**src/rtl/rv_bpu.sv**
```systemverilog
// Branch prediction unit: PC-indexed table of saturating counters with registered IF lookup
// and EX-stage resolution. Define RV_BPU_BTB_EN to add a tagged branch target buffer.
module rv_bpu #(
  parameter int XLEN      = 64,
  parameter int BHT_DEPTH = 16,
  parameter int CNT_W     = 2,
  parameter int TAG_W     = 8
) (
  input  logic            clk,
  input  logic            rst,
  input  logic            if_valid_i,
  input  logic [XLEN-1:0] if_pc_i,
  output logic            if_taken_o,
  output logic [XLEN-1:0] if_target_o,
  input  logic            ex_valid_i,
  input  logic            ex_is_branch_i,
  input  logic [XLEN-1:0] ex_pc_i,
  input  logic            ex_taken_i,
  input  logic [XLEN-1:0] ex_target_i,
  input  logic            ex_pred_taken_i,
  input  logic [XLEN-1:0] ex_pred_target_i,
  output logic            ex_mispredict_o,
  output logic [XLEN-1:0] ex_redirect_pc_o,
  output logic [31:0]     perf_branches_o,
  output logic [31:0]     perf_mispred_o
);

  localparam int IDX_W = $clog2(BHT_DEPTH);
  // Weakly-not-taken: MSB clear, all lower bits set (zero when CNT_W is 1).
  localparam logic [CNT_W-1:0] CNT_RST = CNT_W'((1 << (CNT_W - 1)) - 1);
  localparam logic [CNT_W-1:0] CNT_MAX = '1;

  logic [CNT_W-1:0] r_cnt [BHT_DEPTH];
  logic             r_taken;
  logic [XLEN-1:0]  r_target;
  logic [31:0]      r_perf_br;
  logic [31:0]      r_perf_mp;

  logic [IDX_W-1:0] w_if_idx;
  logic [IDX_W-1:0] w_ex_idx;
  logic             w_ex_branch;
  logic             w_ex_alias;
  logic             w_mispredict;
  logic             w_pred_taken;
  logic [XLEN-1:0]  w_pred_target;
  logic             w_unused_pc;

  assign w_if_idx    = if_pc_i[IDX_W+1:2];
  assign w_ex_idx    = ex_pc_i[IDX_W+1:2];
  assign w_ex_branch = ex_valid_i & ex_is_branch_i;
  assign w_ex_alias  = ex_valid_i & ~ex_is_branch_i & ex_pred_taken_i;
  assign w_unused_pc = ^if_pc_i;

  assign w_mispredict = (w_ex_branch & ((ex_taken_i != ex_pred_taken_i) |
                        (ex_taken_i & (ex_target_i != ex_pred_target_i)))) | w_ex_alias;

  assign ex_mispredict_o  = w_mispredict;
  assign ex_redirect_pc_o = (ex_taken_i & ex_is_branch_i) ? ex_target_i : ex_pc_i + XLEN'(4);

`ifdef RV_BPU_BTB_EN
  logic             r_btb_v   [BHT_DEPTH];
  logic [TAG_W-1:0] r_btb_tag [BHT_DEPTH];
  logic [XLEN-1:0]  r_btb_tgt [BHT_DEPTH];
  logic [TAG_W-1:0] w_if_tag;
  logic [TAG_W-1:0] w_ex_tag;

  assign w_if_tag      = if_pc_i[IDX_W+2 +: TAG_W];
  assign w_ex_tag      = ex_pc_i[IDX_W+2 +: TAG_W];
  assign w_pred_taken  = r_cnt[w_if_idx][CNT_W-1] & r_btb_v[w_if_idx] &
                         (r_btb_tag[w_if_idx] == w_if_tag);
  assign w_pred_target = r_btb_tgt[w_if_idx];

  always_ff @(posedge clk) begin
    if (rst) begin
      for (int i = 0; i < BHT_DEPTH; i++) begin
        r_btb_v[i]   <= 1'b0;
        r_btb_tag[i] <= '0;
        r_btb_tgt[i] <= '0;
      end
    end else if (w_ex_branch && ex_taken_i) begin
      r_btb_v[w_ex_idx]   <= 1'b1;
      r_btb_tag[w_ex_idx] <= w_ex_tag;
      r_btb_tgt[w_ex_idx] <= ex_target_i;
    end else if (w_ex_alias) begin
      r_btb_v[w_ex_idx] <= 1'b0;
    end
  end
`else
  assign w_pred_taken  = r_cnt[w_if_idx][CNT_W-1];
  assign w_pred_target = '0;
`endif

  // Lookup registers hold while IF is stalled; updates below never wait on if_valid_i.
  always_ff @(posedge clk) begin
    if (rst) begin
      r_taken  <= 1'b0;
      r_target <= '0;
    end else if (if_valid_i) begin
      r_taken  <= w_pred_taken;
      r_target <= w_pred_target;
    end
  end

  always_ff @(posedge clk) begin
    if (rst) begin
      for (int i = 0; i < BHT_DEPTH; i++) r_cnt[i] <= CNT_RST;
    end else if (w_ex_branch) begin
      if (ex_taken_i) begin
        if (r_cnt[w_ex_idx] != CNT_MAX) r_cnt[w_ex_idx] <= r_cnt[w_ex_idx] + CNT_W'(1);
      end else begin
        if (r_cnt[w_ex_idx] != '0) r_cnt[w_ex_idx] <= r_cnt[w_ex_idx] - CNT_W'(1);
      end
    end
  end

  always_ff @(posedge clk) begin
    if (rst) begin
      r_perf_br <= '0;
      r_perf_mp <= '0;
    end else begin
      if (w_ex_branch && (r_perf_br != 32'hFFFF_FFFF)) r_perf_br <= r_perf_br + 32'd1;
      if (w_mispredict && (r_perf_mp != 32'hFFFF_FFFF)) r_perf_mp <= r_perf_mp + 32'd1;
    end
  end

  assign if_taken_o      = r_taken;
  assign if_target_o     = r_target;
  assign perf_branches_o = r_perf_br;
  assign perf_mispred_o  = r_perf_mp;

endmodule
```
**config.mk**
```make
export PLATFORM = sky130hd
export DESIGN_NAME = rv_bpu
export DESIGN_NICKNAME = d
export VERILOG_FILES = /design/src/rtl/rv_bpu.sv
export SDC_FILE = /design/constraint.sdc
export NUM_CORES = 1
export LEC_CHECK = 0
export CAP_MARGIN = 20
export CORE_AREA = 3 3 175 177
export CTS_CLUSTER_DIAMETER = 40
export CTS_CLUSTER_SIZE = 28
export DETAILED_ROUTE_END_ITERATION = 10
export DIE_AREA = 0 0 178 180
export PLACE_DENSITY_LB_ADDON = 0.1
export SYNTH_ARGS = -nofsm -noshare
export SYNTH_HDL_FRONTEND = slang
export SYNTH_SLANG_ARGS = --single-unit
```
**constraint.sdc**
```tcl
create_clock -name clk -period 3.7 [get_ports clk]
set_clock_uncertainty 0.2 [all_clocks]
set_input_delay 0.555 -clock clk [delete_from_list [all_inputs] [get_ports clk]]
set_output_delay 0.555 -clock clk [all_outputs]
set_load 0.03 [all_outputs]
```
# == After elaboration in Yosys (flattened, before gate mapping) ==
# Memory sizes are Yosys's and may differ from the RTL's. A register that Yosys moved wholly into a read port is not among the register bits.
# Cells that the tools add are included.
# classes
eq_ne,5
n_addsub,5
bitwise_logic,10
n_reduce_logical,4
mux,17
# ops
operator,count
$add 32x1->32 const B,2
$add 64x3->64 const B,1
$mux 64,1
$ne 32x32->1 const B,2
$ne 64x64->1,1
$mux 1,13
$and 1x1->1,6
$mux 2,2
$mux 4,1
$or 1x1->1,3
$add 2x1->2 const B,1
$logic_and 1x1->1,2
$ne 2x2->1 const B,1
$reduce_bool 2->1,1
$reduce_or 2->1,1
$sub 2x1->2 const B,1
$ne 1x1->1,1
$not 1->1,1
# word_totals
mem_count,1
mem_bits_rw,32
input_bits,263
regBits,64
# memory_table
memory,words,width,rd,rd_clocked_by_memory_dff,write_ports,line_no,text
r_cnt,16,2,2,1,16,33,logic [CNT_W-1:0] r_cnt [BHT_DEPTH];

# == Longest topological paths before layout ==
# Gate-level depths: netlist of run 1.
# An unclocked memory read counts as a cell.
# depth
word_depth,10
mapped_depth,11
ltp_nobuf,8

# == Least setup slack after synthesis of run 1 ==
# Ideal clock, no wire load.
# synth_path
path_type,input to output
start,input ex_pc_i[2]
end,output ex_redirect_pc_o[46]
path_stages,9
path_buffers,1
t_required_ns,2.945
path_slack_ns,0.172
t_arrival_ns,2.773
path_cell_list,ha_1 > buf_2 > nand3_1 > nor4_2 > and3_1 > and2_1 > nand2_1 > xor2_1 > o21ai_0
# synth_between
elab_chain_cells,2
# synth_rtl
element,line_no,text
"start, declared",17,"input logic [XLEN-1:0] ex_pc_i,"
$add 64x3->64,58,assign ex_redirect_pc_o = (ex_taken_i & ex_is_branch_i) ? ex_target_i : ex_pc_i + XLEN'(4);
$mux 64,58,
"end, declared",23,"output logic [XLEN-1:0] ex_redirect_pc_o,"
# Every way passes these cells.

# == Final worst setup path of run 1 ==
# layout_path
start,input ex_pc_i[5]
end,output ex_redirect_pc_o[61]
# Same word-level chain as after synthesis.

==> flow_summary.json, run 1 <==
{
  "stdcell_area_um2": 12500,
  "finalWorstPathRequiredPeriod_ns": 3.59,
  "period_share_pct": 97.1,
  "start_util_pct": 27.9,
  "finalMaxSlewViolations": 0,
  "grt_overflow": 0,
  "cp.required_ns": 2.94,
  "use_met1_pct": 23.2,
  "ys_top_cells_by_area": "dfxtp_1, edfxtp_1, xor2_1",
  "p_per_area_nw_per_um2": 254,
  "h-tree-depth": 3,
  "min_from": "if_taken_o",
  "grt_pass1_wl_um": 50400,
  "syn_avg_cell_area_um2": 7.97,
  "worst_pin_slew_ns": 0.795,
  "die_w_um": 178,
  "finalPower_mw": 3.17,
  "std_cell_rows": 63,
  "slowest_stage": "clkdlybuf4s50_1",
  "cp-startpoint": "ex_pc_i[5]",
  "ys_async_sr_fraction_pct": 0,
  "gp_congestion": 0.914,
  "arrival_ns": 2.84,
  "drcViolationCount": 0,
  "syn2layout_area_growth_pct": 52.3,
  "clock_latency_ns": 0.35,
  "critPathMaxFanout": 6,
  "clk_pin_slew_ns": 0.06,
  "finalNetCount": 1661,
  "cts_sinks": 97,
  "antenna_found_initial": 7,
  "regArea_um2": 2260,
  "syn_area_um2": 8190,
  "cpPeakStageDelay_ns": 0.61,
  "p_leak_nw": 4.44,
  "reg2reg_slack_ns": 0.82,
  "synth_edf_count": 32,
  "hp-class": "register to register",
  "maxCapViolations": 0,
  "synth_ff_type": "dfxtp_1",
  "reg2reg_from": "r_cnt[1][0]",
  "seq_area_frac_synth_pct": 27.6,
  "place_area_um2": 12100,
  "drtIter0Drc": 441,
  "grtUsageMet2_pct": 37.4,
  "hold_viol_final": 0,
  "wire_per_inst_um": 19.2,
  "worstPathCellList": "clkdlybuf4s50_1 -> and2_1 -> and4_1 -> and4_2 -> and4_4 -> nand4_1 -> xor2_1 -> o21ai_1 -> buf_4",
  "synthCells": 1028,
  "ys_ff_latch": 97,
  "n_fill_cell": 3046,
  "endpoint_kind": "output port",
  "clock.fmax_ghz": 0.278,
  "min_path_cells": 2,
  "fp.dieH_um": 180,
  "peakVddDrop_mv": 0.193,
  "final_core_util_pct": 42.4,
  "global_route.peak_usage_layer": "met2",
  "ios": 457,
  "numCtsBuffers": 9,
  "final-setup-viol-count": 0,
  "drive_gt1_share_pct": 14.7,
  "use_met3_pct": 6.25,
  "slew_headroom_pct": 47.0,
  "drt-vias-per-instance": 4.75,
  "ant_nets": 0,
  "vias": 8507,
  "setup_tns_ns": 0,
  "grt_pass1_vias": 8411,
  "dieArea_um2": 32000,
  "drtPass1Iterations": 5,
  "postRouteWirelength_um": 34300,
  "yosys.area.top_type": "dfxtp_1",
  "port_buffers": 332,
  "grt.total_usage_pct": 20.6,
  "crit_path_start_kind": "input pin",
  "outcome": "finished, final reports clean",
  "cts_tree": "done",
  "cts.path.max_buffers": 2,
  "cts_root_buf": "clkbuf_16",
  "core_um2": 29400,
  "ys_types": 66,
  "yosysTopAreaCellShare_pct": 15.9,
  "multi_input_area_um2": 5400,
  "grt_max_degree": 73,
  "crit_type": "input pin to output port",
  "hold_buffers": 0,
  "reg2reg_depth": 8,
  "yosys_warnings": 0,
  "dpl.hpwl_um": 28900
}
[through the flow]
stage,instances,worst slack (ns),hold WS (ns)
floorplan,1091,0.172,0.410
global placement,1770,-0.415,0.275
detailed placement,1770,-0.466,0.280
CTS,1786,0.0184,0.296
global route,1790,-0.00301,0.343
finish,1790,0.106,0.288
[power breakdown]
part | leakage, nW | internal [mW] | total, mW | switching (mW)
clock | 0.155 | 0.570 | 1.00 | 0.434
combinational | 3.49 | 0.470 | 1.04 | 0.575
sequential | 0.801 | 1.11 | 1.12 | 0.00909
total | 4.44 | 2.15 | 3.17 | 1.02
[placed cells by master (no fill, tap or decap), drive strengths merged, types with 58 or more instances in the layout]
cell type	instances
clkdlybuf4s50	261
buf	139
nand2	123
o21ai	98
xor2	77
nor2	71
dfxtp	65
conb	64
xnor2	58
[synth_stat cells, types with 24 or more instances]
cell type,instances
a21oi_1,30
nor3_1,25
xor2_1,77
and3_1,24
nand2_1,123
clkbuf_1,35
nand3_1,52
or3_1,26
inv_1,25
o21ai_0,75
xnor2_1,58
buf_4,65
nor2_1,71
edfxtp_1,32
nand4_1,52
dfxtp_1,65
[worst max-delay path, delay by kind of cell]
| kind | cells | cell delay (ns) |
|---|---|---|
| and+or+nand+nor | 5 | 1.15 |
| buffers and inverters | 2 | 0.80 |
| xor gates and xnor gates | 1 | 0.16 |
| AOI/OAI and AO/OA | 1 | 0.17 |
[flip-flops by register name (all words and copies together), names as in the netlist]
| signal | cells |
|---|---|
| if_taken_o | 1 |
| perf_mispred_o | 32 |
| perf_branches_o | 32 |
| r_cnt | 32 |
[routing by layer]
layer | up-vias | wire, um
li1 | 4276 | -
met3 | 38 | 2620
met2 | 277 | 17600
met4 | 6 | 856
met5 | - | 43
met1 | 3910 | 13300
[layout make-up]
class	instances	share of cell area (%)
antenna	3	0.0602
clock buffer	11	2.04
clock inverter	5	0.491
inverter	27	0.812
multi-input combinational	851	43.3
sequential	97	18.1
tap	390	3.91
timing repair buffer	406	31.3
[final timing paths]
| kind | to |
|---|---|
| worst min-delay path | if_taken_o |
| worst max-delay path | ex_redirect_pc_o[61] |
| worst max register to register | r_cnt[1][1] |
| worst min register to register | if_taken_o |
[logic make-up (layout without fill, tap and decap cells)]
| group | Yosys count | after routing | share of synthesized area, % |
|---|---|---|---|
| other | 1 | 67 | 0.0458 |
| buffers and inverters | 143 | 449 | 9.98 |
| xor gates and xnor gates | 135 | 135 | 14.4 |
| and+or+nand+nor | 446 | 446 | 28.5 |
| adders and majority gates | 6 | 6 | 0.917 |
| muxes | 33 | 33 | 6.54 |
| DFF | 97 | 97 | 27.6 |
| AOI/OAI and AO/OA | 167 | 167 | 12.0 |
[what timing repair did]
item | 4_1_cts | 5_1_grt
gates resized for setup | 8 | 19
setup buffers | 0 | 1
endpoints found under the setup margin | 18 | 30
pin swaps | 1 | 3
Power figures use the tool's default switching activity.
==> run 2, diff against run 1 <==
--- a/config.mk
+++ b/config.mk
@@ -7,7 +7,6 @@
 export LEC_CHECK = 0
 export CAP_MARGIN = 20
 export CORE_AREA = 3 3 175 177
-export CTS_CLUSTER_DIAMETER = 40
 export CTS_CLUSTER_SIZE = 28
 export DETAILED_ROUTE_END_ITERATION = 10
 export DIE_AREA = 0 0 178 180
==> constraint.sdc (replaced) <==
create_clock -name clk -period 4.6 [get_ports clk]
set_clock_uncertainty 0.2 [all_clocks]
set_input_delay 0.69 -clock clk [delete_from_list [all_inputs] [get_ports clk]]
set_output_delay 0.69 -clock clk [all_outputs]
set_load 0.03 [all_outputs]
==> flow_summary.json, run 2 (synthesis gave the netlist of run 1 again) <==
{
  "vias": 8319,
  "p_per_area_nw_per_um2": 204,
  "endpoint_kind": "output port",
  "grt_pass1_vias": 8315,
  "wire_per_inst_um": 19.6,
  "crit_type": "input pin to output port",
  "clock.fmax_ghz": 0.233,
  "critPathMaxFanout": 2,
  "clock_latency_ns": 0.35,
  "period_share_pct": 93.4,
  "crit_path_start_kind": "input pin",
  "grt_pass1_wl_um": 50400,
  "cts_tree": "done",
  "stdcell_count": 1741,
  "arrival_ns": 3.41,
  "dp.cells": 1720,
  "cts_setup_buffers": 0,
  "n_fill_cell": 3043,
  "core_um2": 29400,
  "finalWorstPathRequiredPeriod_ns": 4.30,
  "finalMaxSlewViolations": 0,
  "fp.dieH_um": 180,
  "syn2layout_area_growth_pct": 46.0,
  "worst_pin_slew_ns": 0.729,
  "port_buffers": 332,
  "start_util_pct": 27.9,
  "final_common_cell": "clkdlybuf4s50_1",
  "slew_headroom_pct": 51.4,
  "hold_viol_final": 0,
  "grt.total_usage_pct": 20.6,
  "hp-class": "register to register",
  "p_leak_nw": 4.09,
  "peakVddDrop_mv": 0.173,
  "cts.path.max_buffers": 2,
  "final_core_util_pct": 40.7,
  "outcome": "finished, final reports clean",
  "drt-vias-per-instance": 4.78,
  "layout_common_cells": "clkdlybuf4s50_1, nand2_1, xor2_1, o21ai_0, nor2_1",
  "cts_root_buf": "clkbuf_16",
  "ant_nets": 0,
  "gp_congestion": 0.895,
  "maxCapViolations": 0,
  "drcViolationCount": 0,
  "dieArea_um2": 32000,
  "cp.required_ns": 3.71,
  "clk_pin_slew_ns": 0.06,
  "numCtsBuffers": 9,
  "drtIter0Drc": 473,
  "stdcell_area_um2": 12000,
  "final-setup-viol-count": 0,
  "antenna_found_initial": 6,
  "fin_ws_ns": 0.305,
  "place_area_um2": 11700,
  "drive_gt1_share_pct": 10.3,
  "grt_overflow": 0,
  "h-tree-depth": 3,
  "rsz0062_at_grt": "false",
  "cts_sinks": 97,
  "setup_tns_ns": 0,
  "dpl.hpwl_um": 28700,
  "grt_max_degree": 58,
  "drtPass1Iterations": 4,
  "ios": 457,
  "dpl_worst_slack_ns": -0.0585,
  "std_cell_rows": 63,
  "postRouteWirelength_um": 34100,
  "die_w_um": 178,
  "finalNetCount": 1610
}
-- run 2: cell types whose count changed in the layout (fill, tap and decap cells not counted), sizes merged, moves of 3 or more --
cell           change
clkinv             -3
dlymetal6s2s       -4
inv                +3
clkdlybuf4s50     +14
buf               -59
-- run 2: per-stage QoR --
step | hold slack [ns] | power (mW)
CTS | 0.313 | 2.46
floorplan | 0.410 | 1.35
finish | 0.301 | 2.44
detailed placement | 0.298 | 1.72
global placement | 0.276 | 1.72
global route | 0.344 | 2.54
-- run 2: worst max-delay path, cell delays in order --
cell             delay [ns]
clkdlybuf4s50_1        0.45
xor2_1                 0.19
nor4_2                 0.47
buf_4                  0.20
nand4_1                0.12
nor4_1                 0.22
and4_1                 0.32
nor2_1                 0.11
clkdlybuf4s50_1        0.64
-- run 2: layout make-up --
| cell class | instances | area [um^2] | area share (%) |
|---|---|---|---|
| Inverter | 27 | 101 | 0.847 |
| Tap cell | 390 | 488 | 4.08 |
| Sequential cell | 97 | 2260 | 18.9 |
| Multi-Input combinational cell | 851 | 5360 | 44.8 |
| Clock buffer | 10 | 229 | 1.91 |
| Timing Repair Buffer | 355 | 3460 | 29.0 |
| Antenna cell | 5 | 12.5 | 0.105 |
| Clock inverter | 6 | 47.5 | 0.398 |
-- run 2: final timing paths --
path	slack, ns	from	to	cells after the start
setup / recovery	0.30	ex_target_i[36]	ex_mispredict_o	9
hold / removal	0.30	if_taken_o	if_taken_o	2
setup reg to reg	1.61	r_cnt[11][1]	r_cnt[9][1]	7
hold reg to reg	0.30	if_taken_o	if_taken_o	2
-- run 2: per-layer routing --
| layer | routed length, um | share of wire (%) | track usage (%) | vias to the layer above |
|---|---|---|---|---|
| met5 | 0 | 0 | 0 | - |
| met4 | 716 | 2.1 | 5.69 | 0 |
| met2 | 17600 | 52 | 37.2 | 255 |
| met3 | 2470 | 7.2 | 6.04 | 26 |
| li1 | - | - | - | 4165 |
| met1 | 13300 | 39 | 23.5 | 3873 |
-- run 2: report_power, final --
part	internal, mW	switching (mW)
Clock	0.374	0.366
Sequential	0.892	0.00746
Combinational	0.346	0.450
-- run 2: what timing repair did --
item | 4_1_cts | 5_1_grt
endpoints found under the setup margin | 1 | 0
hold buffers | 0 | 0
gates resized for setup | 1 | 0
